**src/rtl/multicycle_ctrl_fsm_if.sv**
```systemverilog
// Control bundle between the multicycle sequencer and the datapath.
// The master is the sequencer; the slave is the datapath/memory side.
interface multicycle_ctrl_fsm_if;
  logic [5:0] opcode;
  logic [5:0] funct;
  logic       zero;
  logic       mem_ready;
  logic       IorD;
  logic       MemRead;
  logic       MemWrite;
  logic       IRWrite;
  logic       RegDst;
  logic       MemtoReg;
  logic       RegWrite;
  logic       ALUSrcA;
  logic [1:0] ALUSrcB;
  logic [2:0] ALUControl;
  logic [1:0] PCSrc;
  logic       PCEn;
  logic       illegal_op;
  logic [3:0] state_dbg;

  modport master (
    input  opcode, funct, zero, mem_ready,
    output IorD, MemRead, MemWrite, IRWrite, RegDst, MemtoReg, RegWrite,
           ALUSrcA, ALUSrcB, ALUControl, PCSrc, PCEn, illegal_op, state_dbg
  );

  modport slave (
    output opcode, funct, zero, mem_ready,
    input  IorD, MemRead, MemWrite, IRWrite, RegDst, MemtoReg, RegWrite,
           ALUSrcA, ALUSrcB, ALUControl, PCSrc, PCEn, illegal_op, state_dbg
  );
endinterface

```
**src/rtl/multicycle_ctrl_fsm.sv**
```systemverilog
// Moore sequencer for the multicycle MIPS core: fetch/decode/execute/memory/writeback
// over a shared memory port and ALU, with an optional memory ready handshake.
module multicycle_ctrl_fsm #(
  parameter bit MEM_HANDSHAKE = 1'b1
) (
  input logic                  clk,
  input logic                  rst_n,
  multicycle_ctrl_fsm_if.master bus
);

  typedef enum logic [3:0] {
    S_FETCH    = 4'd0,
    S_DECODE   = 4'd1,
    S_MEMADR   = 4'd2,
    S_MEMRD    = 4'd3,
    S_MEMWB    = 4'd4,
    S_MEMWR    = 4'd5,
    S_RTEXEC   = 4'd6,
    S_ALUWB    = 4'd7,
    S_BRANCH   = 4'd8,
    S_ADDIEXEC = 4'd9,
    S_JUMP     = 4'd10
  } state_t;

  localparam logic [5:0] OP_RTYPE = 6'b000000;
  localparam logic [5:0] OP_J     = 6'b000010;
  localparam logic [5:0] OP_BEQ   = 6'b000100;
  localparam logic [5:0] OP_ADDI  = 6'b001000;
  localparam logic [5:0] OP_LW    = 6'b100011;
  localparam logic [5:0] OP_SW    = 6'b101011;

  localparam logic [5:0] FN_ADD = 6'b100000;
  localparam logic [5:0] FN_SUB = 6'b100010;
  localparam logic [5:0] FN_SLT = 6'b101010;
  localparam logic [5:0] FN_MUL = 6'b011100;

  localparam logic [2:0] ALU_ADD = 3'b010;
  localparam logic [2:0] ALU_SUB = 3'b100;
  localparam logic [2:0] ALU_SLT = 3'b110;
  localparam logic [2:0] ALU_MUL = 3'b101;

  // Per-state control word; data-dependent terms are merged in at the outputs.
  typedef struct packed {
    logic       iord;
    logic       mem_read;
    logic       mem_write;
    logic       fetch;
    logic       reg_dst;
    logic       mem_to_reg;
    logic       reg_write;
    logic       alu_src_a;
    logic [1:0] alu_src_b;
    logic [2:0] alu_control;
    logic [1:0] pc_src;
    logic       jump;
    logic       branch;
    logic       rt_illegal;
  } ctl_t;

  function automatic logic op_legal(input logic [5:0] op);
    return op inside {OP_RTYPE, OP_J, OP_BEQ, OP_ADDI, OP_LW, OP_SW};
  endfunction

  // Returns {legal, alu_control}; unknown funct falls back to add.
  function automatic logic [3:0] funct_decode(input logic [5:0] fn);
    case (fn)
      FN_ADD:  return {1'b1, ALU_ADD};
      FN_SUB:  return {1'b1, ALU_SUB};
      FN_SLT:  return {1'b1, ALU_SLT};
      FN_MUL:  return {1'b1, ALU_MUL};
      default: return {1'b0, ALU_ADD};
    endcase
  endfunction

  function automatic state_t next_state(input state_t s, input logic [5:0] op,
                                        input logic [5:0] fn, input logic rdy);
    logic [3:0] fd;
    fd = funct_decode(fn);
    case (s)
      S_FETCH:  return rdy ? S_DECODE : S_FETCH;
      S_DECODE: begin
        case (op)
          OP_LW, OP_SW: return S_MEMADR;
          OP_RTYPE:     return S_RTEXEC;
          OP_BEQ:       return S_BRANCH;
          OP_ADDI:      return S_ADDIEXEC;
          OP_J:         return S_JUMP;
          default:      return S_FETCH;
        endcase
      end
      S_MEMADR:   return (op == OP_LW) ? S_MEMRD : S_MEMWR;
      S_MEMRD:    return rdy ? S_MEMWB : S_MEMRD;
      S_MEMWR:    return rdy ? S_FETCH : S_MEMWR;
      S_RTEXEC:   return fd[3] ? S_ALUWB : S_FETCH;
      S_ADDIEXEC: return S_ALUWB;
      default:    return S_FETCH;
    endcase
  endfunction

  function automatic ctl_t ctl_for(input state_t s, input logic [5:0] fn, input logic addi);
    ctl_t       c;
    logic [3:0] fd;
    c  = '0;
    fd = funct_decode(fn);
    case (s)
      S_FETCH: begin
        c.mem_read    = 1'b1;
        c.fetch       = 1'b1;
        c.alu_src_b   = 2'b01;
        c.alu_control = ALU_ADD;
      end
      S_DECODE: begin
        c.alu_src_b   = 2'b11;
        c.alu_control = ALU_ADD;
      end
      S_MEMADR, S_ADDIEXEC: begin
        c.alu_src_a   = 1'b1;
        c.alu_src_b   = 2'b10;
        c.alu_control = ALU_ADD;
      end
      S_MEMRD: begin
        c.mem_read = 1'b1;
        c.iord     = 1'b1;
      end
      S_MEMWB: begin
        c.reg_write  = 1'b1;
        c.mem_to_reg = 1'b1;
      end
      S_MEMWR: begin
        c.mem_write = 1'b1;
        c.iord      = 1'b1;
      end
      S_RTEXEC: begin
        c.alu_src_a   = 1'b1;
        c.alu_control = fd[2:0];
        c.rt_illegal  = ~fd[3];
      end
      S_ALUWB: begin
        c.reg_write = 1'b1;
        c.reg_dst   = ~addi;
      end
      S_BRANCH: begin
        c.alu_src_a   = 1'b1;
        c.alu_control = ALU_SUB;
        c.pc_src      = 2'b01;
        c.branch      = 1'b1;
      end
      S_JUMP: begin
        c.pc_src = 2'b10;
        c.jump   = 1'b1;
      end
      default: c = '0;
    endcase
    return c;
  endfunction

  state_t state;
  state_t nxt;
  ctl_t   ctl_q;
  logic   addi_q;
  logic   rdy;

  assign rdy = MEM_HANDSHAKE ? bus.mem_ready : 1'b1;
  assign nxt = next_state(state, bus.opcode, bus.funct, rdy);

  // Control word is registered for the state being entered, so it lines up with state.
  always_ff @(posedge clk or negedge rst_n) begin
    if (!rst_n) begin
      state  <= S_FETCH;
      ctl_q  <= ctl_for(S_FETCH, 6'd0, 1'b0);
      addi_q <= 1'b0;
    end else begin
      state <= nxt;
      ctl_q <= ctl_for(nxt, bus.funct, addi_q);
      if (state == S_DECODE) addi_q <= (bus.opcode == OP_ADDI);
    end
  end

  // Enables are forced low while reset is held so an abandoned access cannot commit.
  assign bus.IorD       = ctl_q.iord;
  assign bus.MemRead    = rst_n & ctl_q.mem_read;
  assign bus.MemWrite   = rst_n & ctl_q.mem_write;
  assign bus.IRWrite    = rst_n & ctl_q.fetch & rdy;
  assign bus.RegDst     = ctl_q.reg_dst;
  assign bus.MemtoReg   = ctl_q.mem_to_reg;
  assign bus.RegWrite   = rst_n & ctl_q.reg_write;
  assign bus.ALUSrcA    = ctl_q.alu_src_a;
  assign bus.ALUSrcB    = ctl_q.alu_src_b;
  assign bus.ALUControl = ctl_q.alu_control;
  assign bus.PCSrc      = ctl_q.pc_src;
  assign bus.PCEn       = rst_n & ((ctl_q.fetch & rdy) | ctl_q.jump | (ctl_q.branch & bus.zero));
  assign bus.illegal_op = rst_n & (((state == S_DECODE) & ~op_legal(bus.opcode)) | ctl_q.rt_illegal);
  assign bus.state_dbg  = state;

endmodule

```
**src/flat_wrapper.sv**
```systemverilog
// flat-port wrapper written by rule: the top's interface ports become plain ports
module multicycle_ctrl_fsm_flat 
#(
  parameter bit MEM_HANDSHAKE = 1'b1
)
  (clk, rst_n, bus_opcode, bus_funct, bus_zero, bus_mem_ready, bus_IorD, bus_MemRead, bus_MemWrite, bus_IRWrite, bus_RegDst, bus_MemtoReg, bus_RegWrite, bus_ALUSrcA, bus_ALUSrcB, bus_ALUControl, bus_PCSrc, bus_PCEn, bus_illegal_op, bus_state_dbg);
  multicycle_ctrl_fsm_if bus_i ();
  input logic clk;
  input logic rst_n;
  input wire logic [$bits(bus_i.opcode)-1:0] bus_opcode;
  input wire logic [$bits(bus_i.funct)-1:0] bus_funct;
  input wire logic [$bits(bus_i.zero)-1:0] bus_zero;
  input wire logic [$bits(bus_i.mem_ready)-1:0] bus_mem_ready;
  output wire logic [$bits(bus_i.IorD)-1:0] bus_IorD;
  output wire logic [$bits(bus_i.MemRead)-1:0] bus_MemRead;
  output wire logic [$bits(bus_i.MemWrite)-1:0] bus_MemWrite;
  output wire logic [$bits(bus_i.IRWrite)-1:0] bus_IRWrite;
  output wire logic [$bits(bus_i.RegDst)-1:0] bus_RegDst;
  output wire logic [$bits(bus_i.MemtoReg)-1:0] bus_MemtoReg;
  output wire logic [$bits(bus_i.RegWrite)-1:0] bus_RegWrite;
  output wire logic [$bits(bus_i.ALUSrcA)-1:0] bus_ALUSrcA;
  output wire logic [$bits(bus_i.ALUSrcB)-1:0] bus_ALUSrcB;
  output wire logic [$bits(bus_i.ALUControl)-1:0] bus_ALUControl;
  output wire logic [$bits(bus_i.PCSrc)-1:0] bus_PCSrc;
  output wire logic [$bits(bus_i.PCEn)-1:0] bus_PCEn;
  output wire logic [$bits(bus_i.illegal_op)-1:0] bus_illegal_op;
  output wire logic [$bits(bus_i.state_dbg)-1:0] bus_state_dbg;
  assign bus_i.opcode = bus_opcode;
  assign bus_i.funct = bus_funct;
  assign bus_i.zero = bus_zero;
  assign bus_i.mem_ready = bus_mem_ready;
  assign bus_IorD = bus_i.IorD;
  assign bus_MemRead = bus_i.MemRead;
  assign bus_MemWrite = bus_i.MemWrite;
  assign bus_IRWrite = bus_i.IRWrite;
  assign bus_RegDst = bus_i.RegDst;
  assign bus_MemtoReg = bus_i.MemtoReg;
  assign bus_RegWrite = bus_i.RegWrite;
  assign bus_ALUSrcA = bus_i.ALUSrcA;
  assign bus_ALUSrcB = bus_i.ALUSrcB;
  assign bus_ALUControl = bus_i.ALUControl;
  assign bus_PCSrc = bus_i.PCSrc;
  assign bus_PCEn = bus_i.PCEn;
  assign bus_illegal_op = bus_i.illegal_op;
  assign bus_state_dbg = bus_i.state_dbg;
  multicycle_ctrl_fsm #(.MEM_HANDSHAKE(MEM_HANDSHAKE)) u_core (.clk(clk), .rst_n(rst_n), .bus(bus_i));
endmodule
```
**config.mk**
```make
export PLATFORM = sky130hd
export DESIGN_NAME = multicycle_ctrl_fsm_flat
export DESIGN_NICKNAME = d
export VERILOG_FILES = /design/src/rtl/multicycle_ctrl_fsm_if.sv /design/src/rtl/multicycle_ctrl_fsm.sv /design/src/flat_wrapper.sv
export SDC_FILE = /design/constraint.sdc
export NUM_CORES = 1
export LEC_CHECK = 0
export ABC_CLOCK_PERIOD_IN_PS = 3600
export CAP_MARGIN = 20
export CORE_ASPECT_RATIO = 0.75
export CORE_MARGIN = 4
export CORE_UTILIZATION = 50
export DETAILED_ROUTE_END_ITERATION = 6
export PLACE_DENSITY = 0.91
export SLEW_MARGIN = 20
export SYNTH_ARGS = -nofsm -noshare
export SYNTH_HDL_FRONTEND = slang
export SYNTH_SLANG_ARGS = --single-unit
```
**constraint.sdc**
```tcl
create_clock -name clk -period 3.6 [get_ports clk]
set_input_delay 0.54 -clock clk [delete_from_list [all_inputs] [get_ports clk]]
set_output_delay 0.54 -clock clk [all_outputs]
set_load 0.01 [all_outputs]
```
==> impl_results.md, run 1 <==
* Pre-CTS WS at 447.9 ps
* Non-Filler Instances at 189
* Yosys top cell by area: dfrtp_1
* Core area at 0.002327 mm^2
* PortBufs at 36
* CTS buffer count at 3
* Pre-Repair DR Iteration Count at 4
* Initial Util at 53.39%
* DR iter-0 viols at 46
* Initial antenna violation count at 0
* Die ar. at 0.003355 mm^2
* Worst Hold Class: flop to flop
* Post-route DRC at 0
* FMAX at 314.3 MHz
* Endpoint, Worst Hold: u_core.bus.RegDst
* Net Count, Synth at 140
* Multi-input logic area at 563.0 um^2
* CP dominant cell by count: a21oi_1
* CP cell instances: clkdlybuf4s50_1, or3_1, a21oi_1, a21oi_1, o21ai_0, a21oi_1, clkdlybuf4s50_1
* Synth area leaders: dfrtp_1 36%, dfstp_2 8.5%, buf_4 4.2%
* First-pass GRT wire length at 4284 um
* Critical-path top delay cell: clkdlybuf4s50_1
* Fin nets at 172
* Fraction of layout cells with a size suffix above 1 at 12.26%
* Ys flop type: dfrtp_1
* HP Start: u_core.addi_q
* Worst R2R Path Depth at 6
* Unique cell type count in the Yosys netlist at 44
* Finish-stage setup viols at 0
* Syn Area/Cell at 10.02 um^2
* Post-CTS Setup Bufs at 0
* DP HPWL at 2082 um
* Pwr/cell area at 323.4 mW/mm^2
* Switching portion of total power at 26.80%
* NetSw at 138.9 uW
* Setup_tns at 0 ps
* Antenna Cells at 0
* Crit path largest cell delay at 520 ps
* Syn Std Cell Area at 0.001242 mm^2
* FFs w/ async S/R, synth at 100.0%
* Final Hold Viols at 0
* Internal power at 379.2 uW
* WL final at 2637 um
* Reg-to-reg endpoint: u_core.bus.ALUControl[2]
* Leakage at 0.0006926 uW
* Max VDD drop at 0.1229 mV
* Crit path required time at 3060 ps
* CTS clock-pin slew for the worst setup and hold paths at 110 ps
* Area Growth Syn to Fin at 28.90%
* Later-pin clock latency in the skew report at 300 ps
* GRT Util Overall at 16.48%
* Vias/cell at 5.444
* Worst Path Class, Setup: input port to output pin
* Fill count at 202
* Arrival @ worst endpoint at 2640 ps
* Yosys warning count at 0
* Delay-heaviest family, CP: buffers and inverters
* CTS tree: built
* Die height at 51.17 um
* Hold_ws at 441.7 ps
* Number of flops mapped to enable cells by yosys at 0
* Vias in the first global route at 985
* Cell count after synthesis at 124
* Reg2reg setup slack at 1510 ps
* Max_slew headroom at 62.95%
* RR Startpoint: u_core.bus.state_dbg[1]
* CTS sink cnt at 22
* Synth top area share at 36.25%
* Clk pwr share at 21.2%
* Sequential fraction of the synthesis area at 44.71%
* Grt ovf at 0
* Bufs and invs on worst path at 2
* Unrepaired setup endpoints after global routing: no
* Worst Tran Pin Value at 548.1 ps
* GPL Wtd Cong at 0.9159
* Max Cap Viol at 0
* # IOs at 37
* Sequential share of power at 53.9%
* Placed cells at 185
* Post-Route Skew at 2.826 ps
* Max clock buf depth at 2
* Storage element area at 555.5 um^2
* Yosys reg bits at 22
* Post-CTS Resized at 0
* Tmin final at 3182 ps
* Drt wl/cell at 13.95 um
* Stages on worst setup path at 7
* Post-route ant nets at 0
* Pin count of the biggest net entering global routing at 18
* Part of the cycle the worst path needs at 88.39%
* Hold depth at 1
* Critical path peak fanout at 7
* Final Max Tran Viols at 0
* Root Driver: clkbuf_4
* Crit path launch type: input port
* CP endpoint kind: output pin
* DR vias at 1,029
* Combinational fraction of design power at 24.9%
* PnR worst setup slack at 417.9 ps
* Site Rows at 15
* Die width at 65.56 um
* Hold buffers post-CTS at 0
* H-tree levels at 1
* Status: complete, no violations
==> cell usage after synthesis (2+ instances only) <==
| cell | count |
|---|---|
| nor4b_1 | 3 |
| nor4_1 | 2 |
| nor3b_1 | 2 |
| o31ai_1 | 3 |
| a22oi_1 | 2 |
| nand2_1 | 9 |
| and2_1 | 4 |
| nor4_2 | 2 |
| nand2b_1 | 2 |
| o21a_1 | 2 |
| dfstp_2 | 4 |
| inv_1 | 8 |
| a21oi_1 | 9 |
| dfrtp_1 | 18 |
| nor3_1 | 3 |
| buf_6 | 2 |
| or3_1 | 2 |
| and3b_1 | 2 |
| nor2b_1 | 3 |
| buf_2 | 2 |
| nand4b_1 | 2 |
| nand3_1 | 4 |
| nor2_1 | 7 |
| buf_4 | 7 |
==> placed cells by master, fill, tap and decap left out, drive strengths merged, types with 3 or more instances in the layout <==
master	n
dfstp	4
inv	8
nand2	9
o31ai	3
nor4b	4
dfrtp	18
nor3	3
nor4	4
clkbuf	4
nor2b	3
and2	4
a21oi	10
nor2	7
nand3	4
clkdlybuf4s50	36
==> area by class of cell <==
cell class                 instances  share of cell area, %
clock buffer                       4                  1.641
inverter                           9                  2.422
multi-input combinational         82                  35.16
sequential                        22                  34.69
tap                               34                  2.656
timing repair buffer              38                  23.44
==> kinds of logic after synthesis <==
kind of cell,Yosys count,share of synthesized area [%]
XOR/XNOR,1,0.7051
AND/OR/NAND/NOR,55,28.60
buffers and inverters,20,9.970
flip-flops,22,44.71
AO/OA/AOI/OAI,26,16.01
==> worst reg2reg max path, stage by stage (launching register included) <==
cell,delay (ps)
dfrtp_1,520
or4b_4,630
nor4_2,190
o211ai_2,240
clkinv_4,140
o2111ai_2,170
o31ai_1,120
==> routing by layer <==
metal  part of all wire [%]  track usage [%]  vias to the layer above
met5                      0                0                        -
met4                    1.8            7.931                        0
met3                    5.4            1.758                        4
met2                     49            27.90                       42
met1                     43            21.13                      484
li1                       -                -                      499
==> power by group through the flow <==
stage                     registers, uW  clock network [uW]  logic [uW]
after global routing                282                 120         140
after global placement              283                   0         125
final                               279                 110         129
after detailed placement            284                   0         129
after floorplan                     279                   0        73.8
after CTS                           279                 113         129
==> registers in the layout, indices dropped and copies added, names as in the netlist <==
| name | count |
|---|---|
| u_core.addi_q | 1 |
| u_core.bus.ALUControl | 3 |
| u_core.bus.ALUSrcA | 1 |
| u_core.bus.ALUSrcB | 2 |
| u_core.bus.IorD | 1 |
| u_core.bus.MemtoReg | 1 |
| u_core.bus.PCSrc | 2 |
| u_core.bus.RegDst | 1 |
| u_core.bus.state_dbg | 4 |
| u_core.ctl_q | 6 |
==> metrics by stage <==
| step | power, uW | utilization, % | cell area [um^2] |
|---|---|---|---|
| floorplan | 353.0 | - | 1242 |
| global placement | 408.5 | 67.69 | 1575 |
| detailed placement | 412.4 | 67.69 | 1575 |
| CTS | 521.6 | 68.82 | 1602 |
| global route | 541.4 | 68.82 | 1602 |
| finish | 518.0 | 68.82 | 1602 |
==> how the worst max path moves through the flow <==
stage / startpoint / end / slack [ps]
2_1_floorplan: u_core.bus.state_dbg[1] / bus_illegal_op / 1500
3_3_place_gp: bus_opcode[3] / bus_illegal_op / 520
3_5_place_dp: bus_opcode[3] / bus_illegal_op / 450
4_1_cts: bus_opcode[3] / bus_illegal_op / 430
5_1_grt: bus_opcode[3] / bus_illegal_op / 320
6_report: bus_opcode[3] / bus_illegal_op / 420
(Power assumes the default switching activity.)
==> run 2: changes to the inputs <==
Settings changed: SKIP_CTS_REPAIR_TIMING set to 1.
==> results of run 2 <==
Final layout, timing and power as in run 1 (identical DEF).
